File: config.mk
export PLATFORM = sky130hd
export DESIGN_NAME = branch_resolve_unit
export DESIGN_NICKNAME = d
export VERILOG_FILES = /design/src/rtl/branch_resolve_unit.sv
export SDC_FILE = /design/constraint.sdc
export NUM_CORES = 1
export LEC_CHECK = 0
export CAP_MARGIN = 20
export CORE_MARGIN = 1.5
export CORE_UTILIZATION = 53
export CTS_CLUSTER_DIAMETER = 80
export DETAILED_ROUTE_END_ITERATION = 6
export HOLD_SLACK_MARGIN = 0.05
export MAX_ROUTING_LAYER = met4
export PLACE_DENSITY = 0.88
export SETUP_SLACK_MARGIN = 0.5
export SLEW_MARGIN = 5
export SYNTH_ARGS = -nofsm -noshare
export SYNTH_HDL_FRONTEND = slang
export SYNTH_SLANG_ARGS = --single-unit
File: constraint.sdc
create_clock -name clk -period 2.56 [get_ports clk]
set_input_delay 0.512 -clock clk [delete_from_list [all_inputs] [get_ports clk]]
set_output_delay 0.512 -clock clk [all_outputs]
set_load 0.1 [all_outputs]
File: src/rtl/branch_resolve_unit.sv
// Branch/jump execution unit: resolves direction and target of the issued
// branch, then holds results in a 2-entry queue until the CDB grants a broadcast.
module branch_resolve_unit #(
    parameter int WIDTH   = 31,
    parameter int ROB     = 2,
    parameter int C_WIDTH = 7
) (
    input  logic                clk,
    input  logic                globalReset,
    input  logic                execute,
    input  logic [ROB:0]        instrRob,
    input  logic [C_WIDTH:0]    instrInfo,
    input  logic signed [WIDTH:0] src1,
    input  logic signed [WIDTH:0] src2,
    input  logic [WIDTH:0]      predictedAddress,
    input  logic [WIDTH:0]      targetAddress,
    input  logic [WIDTH:0]      branchResult,
    input  logic                clear,
    input  logic                validCommit,
    input  logic                cdbGrant,
    output logic                issueReady,
    output logic                cdbReq,
    output logic [ROB:0]        cdbRobEntry,
    output logic [WIDTH:0]      cdbResult,
    output logic                mispredict,
    output logic [WIDTH:0]      redirectPC,
    output logic                branchTaken
);

    typedef enum logic [1:0] {
        BR_COND = 2'b00,
        BR_JAL  = 2'b01,
        BR_JALR = 2'b10,
        BR_NOP  = 2'b11
    } br_type_t;

    typedef struct packed {
        logic [ROB:0]   rob;
        logic [WIDTH:0] result;
        logic [WIDTH:0] actual;
        logic           taken;
        logic           mispred;
    } entry_t;

    br_type_t       br_type;
    logic [2:0]     funct3;
    logic [WIDTH:0] jalr_sum;
    logic           res_taken;
    logic [WIDTH:0] res_actual;
    logic [WIDTH:0] res_result;
    entry_t         new_entry;

    entry_t         mem [2];
    logic           rd_ptr;
    logic           wr_ptr;
    logic [1:0]     count;
    entry_t         head;

    logic           flush;
    logic           enq;
    logic           deq;
    logic           unused_info;

    assign br_type     = br_type_t'(instrInfo[4:3]);
    assign funct3      = instrInfo[2:0];
    assign unused_info = ^instrInfo[C_WIDTH:5];
    assign jalr_sum    = src1 + src2;

    always_comb begin
        res_taken  = 1'b0;
        res_actual = branchResult;
        res_result = '0;
        unique case (br_type)
            BR_COND: begin
                unique case (funct3)
                    3'b000:  res_taken = (src1 == src2);
                    3'b001:  res_taken = (src1 != src2);
                    3'b100:  res_taken = (src1 < src2);
                    3'b101:  res_taken = (src1 >= src2);
                    3'b110:  res_taken = ($unsigned(src1) < $unsigned(src2));
                    3'b111:  res_taken = ($unsigned(src1) >= $unsigned(src2));
                    default: res_taken = 1'b0;
                endcase
                res_actual = res_taken ? targetAddress : branchResult;
            end
            BR_JAL: begin
                res_taken  = 1'b1;
                res_actual = targetAddress;
                res_result = branchResult;
            end
            BR_JALR: begin
                res_taken  = 1'b1;
                res_actual = {jalr_sum[WIDTH:1], 1'b0};
                res_result = branchResult;
            end
            default: begin
                res_taken  = 1'b0;
                res_actual = branchResult;
                res_result = '0;
            end
        endcase
    end

    always_comb begin
        new_entry.rob     = instrRob;
        new_entry.result  = res_result;
        new_entry.actual  = res_actual;
        new_entry.taken   = res_taken;
        new_entry.mispred = (res_actual != predictedAddress);
    end

    assign head        = mem[rd_ptr];
    assign flush       = clear & validCommit;
    assign cdbReq      = (count != 2'd0);
    assign issueReady  = (count < 2'd2) | ((count == 2'd2) & cdbGrant);
    assign deq         = cdbReq & cdbGrant;
    assign enq         = execute & issueReady & (br_type != BR_NOP) & ~flush;

    assign cdbRobEntry = head.rob;
    assign cdbResult   = head.result;
    assign redirectPC  = head.actual;
    assign branchTaken = head.taken;
    assign mispredict  = deq & head.mispred & ~flush;

    always_ff @(posedge clk or negedge globalReset) begin
        if (!globalReset) begin
            count  <= '0;
            rd_ptr <= 1'b0;
            wr_ptr <= 1'b0;
            for (int unsigned i = 0; i < 2; i++) begin
                mem[i] <= '0;
            end
        end else if (flush) begin
            count  <= '0;
            rd_ptr <= 1'b0;
            wr_ptr <= 1'b0;
        end else begin
            if (enq) begin
                mem[wr_ptr] <= new_entry;
                wr_ptr      <= ~wr_ptr;
            end
            if (deq) begin
                rd_ptr <= ~rd_ptr;
            end
            // Concurrent enqueue and dequeue leave the occupancy unchanged
            if (enq && !deq) begin
                count <= count + 2'd1;
            end else if (deq && !enq) begin
                count <= count - 2'd1;
            end
        end
    end

endmodule

==> metrics.txt, run 1 <==
Starting Density 0.544; first-pass GRT wire length 148000 um; Mapped Cells 1472; register bit total from synthesis 142; Longest Clk Path Bufs 2; syn_nets 1717; global placement routability congestion 1.17; clock tree sinks 142; Post-synth EDFFs 0; Root Driver clkbuf_16; syn avg cell area 8.12 um2; Overflow after GRT 333; DP HPWL 41300 um; largest net degree at the start of global routing 92; height of the die 153 um; vias in the first global route 21900; placed cell areas 18400 um2; Stop stage global routing (5_1_grt); total CTS buffers 17; # H-tree levels 4; Site Rows 54; Synth cell types 95; # IOs 248; PortBufs 244; Die W 153 um; hold-fix buffer count after cts 0; Log Error [ERROR GRT-0116] Global routing finished with congestion. Check the congestion regions in the DRC Viewer.; Most used DFF post-synth dfrtp_1; post-synthesis cell area 12000 um2; All-Layer GR Usage 0.848; synthesis warning total 0; status stopped before the end; Async SR Flop Fraction 1.00; dpl cells 2268; sequential area share after synthesis 0.297
[synthesized netlist by cell type, types with 5 or more instances]
| master | n | share of area |
|---|---|---|
| a2111oi_0 | 6 | 0.0044 |
| a211o_1 | 7 | 0.0051 |
| a211oi_1 | 20 | 0.013 |
| a21o_1 | 10 | 0.0063 |
| a21oi_1 | 79 | 0.033 |
| a221oi_1 | 13 | 0.0095 |
| a22oi_1 | 11 | 0.0069 |
| a311oi_1 | 6 | 0.0044 |
| a31oi_1 | 14 | 0.0073 |
| and2_1 | 6 | 0.0031 |
| and3_1 | 10 | 0.0052 |
| and4_1 | 7 | 0.0051 |
| buf_1 | 6 | 0.0019 |
| buf_2 | 13 | 0.0054 |
| clkbuf_1 | 63 | 0.020 |
| dfrtp_1 | 142 | 0.30 |
| ha_1 | 67 | 0.070 |
| inv_1 | 86 | 0.027 |
| mux2_2 | 88 | 0.083 |
| mux2i_1 | 12 | 0.010 |
| nand2_1 | 230 | 0.072 |
| nand2b_1 | 10 | 0.0052 |
| nand3_1 | 31 | 0.013 |
| nand4_1 | 28 | 0.015 |
| nor2_1 | 56 | 0.018 |
| nor2b_1 | 26 | 0.014 |
| nor3_1 | 36 | 0.015 |
| nor4_1 | 18 | 0.0094 |
| nor4b_1 | 5 | 0.0037 |
| o211ai_1 | 18 | 0.011 |
| o21a_1 | 6 | 0.0038 |
| o21ai_0 | 158 | 0.066 |
| o221ai_1 | 8 | 0.0059 |
| o22ai_1 | 11 | 0.0058 |
| o31a_1 | 6 | 0.0044 |
| o31ai_1 | 14 | 0.0088 |
| or2_2 | 10 | 0.0052 |
| or3_1 | 11 | 0.0058 |
| xnor2_1 | 14 | 0.010 |
| xor2_1 | 8 | 0.0059 |
[layer usage]
| layer | GRT usage | GRT overflow |
|---|---|---|
| met1 | 0.826 | 14 |
| met4 | 0.843 | 113 |
| met5 | - | - |
| met3 | 0.717 | 14 |
| met2 | 0.977 | 192 |
[through the flow]
| stage | hold slack, ns | setup WS (ns) |
|---|---|---|
| CTS | 0.119 | -1.36 |
| detailed placement | 0.465 | -2.59 |
| global placement | 0.456 | -2.37 |
| floorplan | 0.216 | -1.17 |
[logic make-up after synthesis]
logic type / share of synthesized area
xor gates and xnor gates: 0.0161
AOI/OAI and AO/OA: 0.253
muxes: 0.0951
and+or+nand+nor: 0.206
adders and majority gates: 0.0718
DFF: 0.297
buffers and inverters: 0.0598
[timing repair]
item / 4_1_cts
resized for setup: 506
setup buffers: 63
endpoints found under the hold margin: 0
pin swaps: 119
endpoints found under the setup margin: 208
cloned: 1
==> run 2, diff against run 1 <==
--- a/config.mk
+++ b/config.mk
@@ -7,13 +7,9 @@
 export LEC_CHECK = 0
 export CAP_MARGIN = 20
 export CORE_MARGIN = 1.5
-export CORE_UTILIZATION = 53
-export CTS_CLUSTER_DIAMETER = 80
+export CORE_UTILIZATION = 40
 export DETAILED_ROUTE_END_ITERATION = 6
-export HOLD_SLACK_MARGIN = 0.05
-export MAX_ROUTING_LAYER = met4
-export PLACE_DENSITY = 0.88
-export SETUP_SLACK_MARGIN = 0.5
+export PLACE_DENSITY_LB_ADDON = 0.15
 export SLEW_MARGIN = 5
 export SYNTH_ARGS = -nofsm -noshare
 export SYNTH_HDL_FRONTEND = slang
==> run 2 against run 1 <==
The flow now finishes, with violations (DRC, setup timing). Synthesized cell count unchanged. Synthesized area unchanged.
==> metrics.txt, run 2 <==
status finished with violations; failing checks DRC, setup timing; Synth area leader dfrtp_1; Crit path top cell by count buf_6; Remaining DRCs 1; FF-to-FF path depth 8; drt via density 5.74; final antenna diode count 0; CTS tree built; R2R Path End mem[97]; layout cell share with drive strength beyond 1 0.485; clk_lat worst skew 0.43 ns; hold path endpoint mem[1]; vias in the first global route 15100; nets@finish 2423; clock skew 0.0108 ns; RSZ-0062 raised after global routing true; clock tree sinks 142 (unchanged); Async SR Flop Fraction 1.00 (unchanged); Area growth, synth to finish 86.2%; Reg with most FFs mem; Mapped Cells 1472 (unchanged); LEAKAGE 0.00998 uW; internal power 10400 uW; crit path kind input port to flip-flop; Max Cap Viol 0; Root Driver clkbuf_16; Post-Place Setup Slack -2.42 ns (+0.168 ns); total CTS buffers 17 (unchanged); Required @ worst endpoint 2.86 ns; Fmax 0.254 GHz; Multi-input gate area 9540 um2; DP HPWL 41200 um (-0.26%); sequential area share after synthesis 0.297 (unchanged); Overflow after GRT 0; Logic pwr share 0.704; post-route cell area 22300 um2; Longest Clk Path Bufs 2 (unchanged); Die W 176 um (+15%); All-Layer GR Usage 0.358; type of origin of the critical path input port; Fillers 2173; CTS clk-pin slew, worst paths 0.06 ns; sw frac 0.502; initial antenna violation count 0; placed cell areas 18900 um2 (+2.7%); top-area cell type share of the netlist area 0.297 (unchanged); clock period minus worst slack 3.93 ns; worst reg2reg path startpoint count[0]; Final Max Tran Viols 0; Synth cell types 95 (unchanged); Site Rows 63 (+17%); first-pass GRT wire length 85000 um; Clk network pwr share 0.118; Hold Path Depth 2; Starting Density 0.404 (-0.140); routed wire length 56300 um; final period utilization 1.54; worst hold-check path type flip-flop to flip-flop; # IOs 248 (unchanged); WL/cell 21.8 um; first-pass detailed-route iteration total 7; Regs by FF count mem: 138 flops, count: 2 flops; initial drt markers 1174; Cell Chain, Critical Path buf_2, inv_2, ha_4, nand4_1, buf_6, buf_6, nor2_2, a221o_2, buf_6, o311a_4, buf_6, a211oi_4, buf_6, a32oi_4, a21o_1, a211oi_2, nand4_1, nor4b_4, a21oi_1; die area 30900 um2; crit end category flip-flop; Worst Path Max Fanout 5; # H-tree levels 4 (unchanged); Slowest-stage cell, CP a221o_2; commonest non-fill, non-tap cells in the layout buf_4 (421), nand2_1 (216), dfrtp_1 (141); antenna viol nets, final 0; synthesis warning total 0 (unchanged); PortBufs 244 (unchanged); Reg2Reg Setup Slack 0.72 ns; worst slew pin tran 0.723 ns; final non-filler cell total 2581; most common cell in the netlist nand2_1; hold_sp mem[1]; core area 29600 um2; max incr delay on CP 0.45 ns; syn_nets 1717 (unchanged); Register Area 3550 um2; number of flip-flops in the largest register 138; via count 14800; worst vdd ir 0.738 mV; register bit total from synthesis 142 (unchanged); Synth area leaders dfrtp_1 (30%), mux2_2 (8.3%), nand2_1 (7.2%); height of the die 176 um (+15%); Worst Path Arrival 4.23 ns; final worst slack -1.37 ns; Post-synth EDFFs 0 (unchanged); global placement routability congestion 0.966 (-17%); Most used DFF post-synth dfrtp_1; Post-synth top cells nand2_1 (230), o21ai_0 (158), dfrtp_1 (142); post-synthesis cell area 12000 um2 (unchanged); most common cell after layout, fill and taps aside buf_4; Slew Limit Headroom 0.514; final hold viol count 0; final setup vio count 68; pwr dens 942 nW/um2; syn avg cell area 8.12 um2 (unchanged); dpl cells 2434 (+7.3%); largest net degree at the start of global routing 55; Seq pwr share 0.178; switching power total 10500 uW
[run 2: routing by layer]
metal,up-vias,wire (um),global-route usage
met5,-,0,0
met4,0,2390,0.158
met3,133,3450,0.0416
met2,649,28100,0.625
met1,7199,22400,0.443
li1,6828,-,-
[run 2: area by class of cell]
| class | instances | share of cell area |
|---|---|---|
| clock buffers | 18 | 0.0197 |
| repair buffers | 773 | 0.347 |
| flip-flops and latches | 142 | 0.160 |
| inverters | 88 | 0.0162 |
| well taps | 390 | 0.0219 |
| clock inverters | 14 | 0.00652 |
| multi-input cells | 1156 | 0.429 |
[run 2: cell families (layout without fill, tap and decap cells)]
kind of cell / after synthesis / after routing / synth area share
xor+xnor: 22 / 22 / 0.0161
compound gates: 456 / 456 / 0.253
mux: 102 / 102 / 0.0951
flops: 142 / 142 / 0.297
buf+inv: 176 / 893 / 0.0598
simple gates: 506 / 508 / 0.206
fa+ha+maj: 68 / 68 / 0.0718
[run 2: power groups by stage]
stage,Combinational [uW],Clock [uW],Sequential [uW]
2_1_floorplan,8190,0,3530
3_3_place_gp,13300,0,3630
3_5_place_dp,13500,0,3720
4_1_cts,14300,2460,3690
5_1_grt,15300,2580,3840
6_report,14800,2470,3730
[run 2: worst max-delay path by stage]
stage | startpoint | endpoint | depth (start not counted)
floorplan | src1[7] | mem[0] | 16
global placement | src2[27] | mem[0] | 19
detailed placement | src2[26] | mem[69] | 19
CTS | src2[11] | mem[69] | 21
global route | src2[27] | mem[69] | 19
finish | src2[26] | mem[69] | 19
[run 2: worst max-delay path: cells and delay by family]
| family | cells | cell delay [ns] |
|---|---|---|
| adder cells (fa/ha/maj) | 1 | 0.19 |
| buffers and inverters | 7 | 0.88 |
| AO/OA/AOI/OAI | 7 | 2.00 |
| AND/OR/NAND/NOR | 4 | 0.63 |
[run 2: timing repair]
| action | 4_1_cts | 5_1_grt |
|---|---|---|
| hold endpoints to repair | 32 | 0 |
| buffers inserted | 88 | 32 |
| cloned | 11 | 2 |
| hold buffers | 1 | 0 |
| pin swaps | 122 | 72 |
| setup endpoints to repair | 132 | 109 |
| gates resized for setup | 543 | 157 |
[run 2: metrics by stage]
stage / TNS, ns / utilization / power, uW / hold WS (ns)
floorplan: -37.74 / - / 11700 / 0.216
global placement: -150.59 / 0.639 / 17000 / 0.415
detailed placement: -153.74 / 0.639 / 17200 / 0.421
CTS: -46.02 / 0.727 / 20500 / 0.477
global route: -57.40 / 0.753 / 21700 / 0.492
finish: -51.74 / 0.753 / 21000 / 0.472
No activity file was read; power rests on OpenSTA's default activity.
==> run 3, diff against run 2 <==
--- a/config.mk
+++ b/config.mk
@@ -5,10 +5,12 @@
 export SDC_FILE = /design/constraint.sdc
 export NUM_CORES = 1
 export LEC_CHECK = 0
+export ABC_CLOCK_PERIOD_IN_PS = 2560
 export CAP_MARGIN = 20
 export CORE_MARGIN = 1.5
 export CORE_UTILIZATION = 40
 export DETAILED_ROUTE_END_ITERATION = 6
+export HOLD_SLACK_MARGIN = 0.08
 export PLACE_DENSITY_LB_ADDON = 0.15
 export SLEW_MARGIN = 5
 export SYNTH_ARGS = -nofsm -noshare
==> results of run 3 <==
Final layout, timing and power as in run 2 (identical DEF).
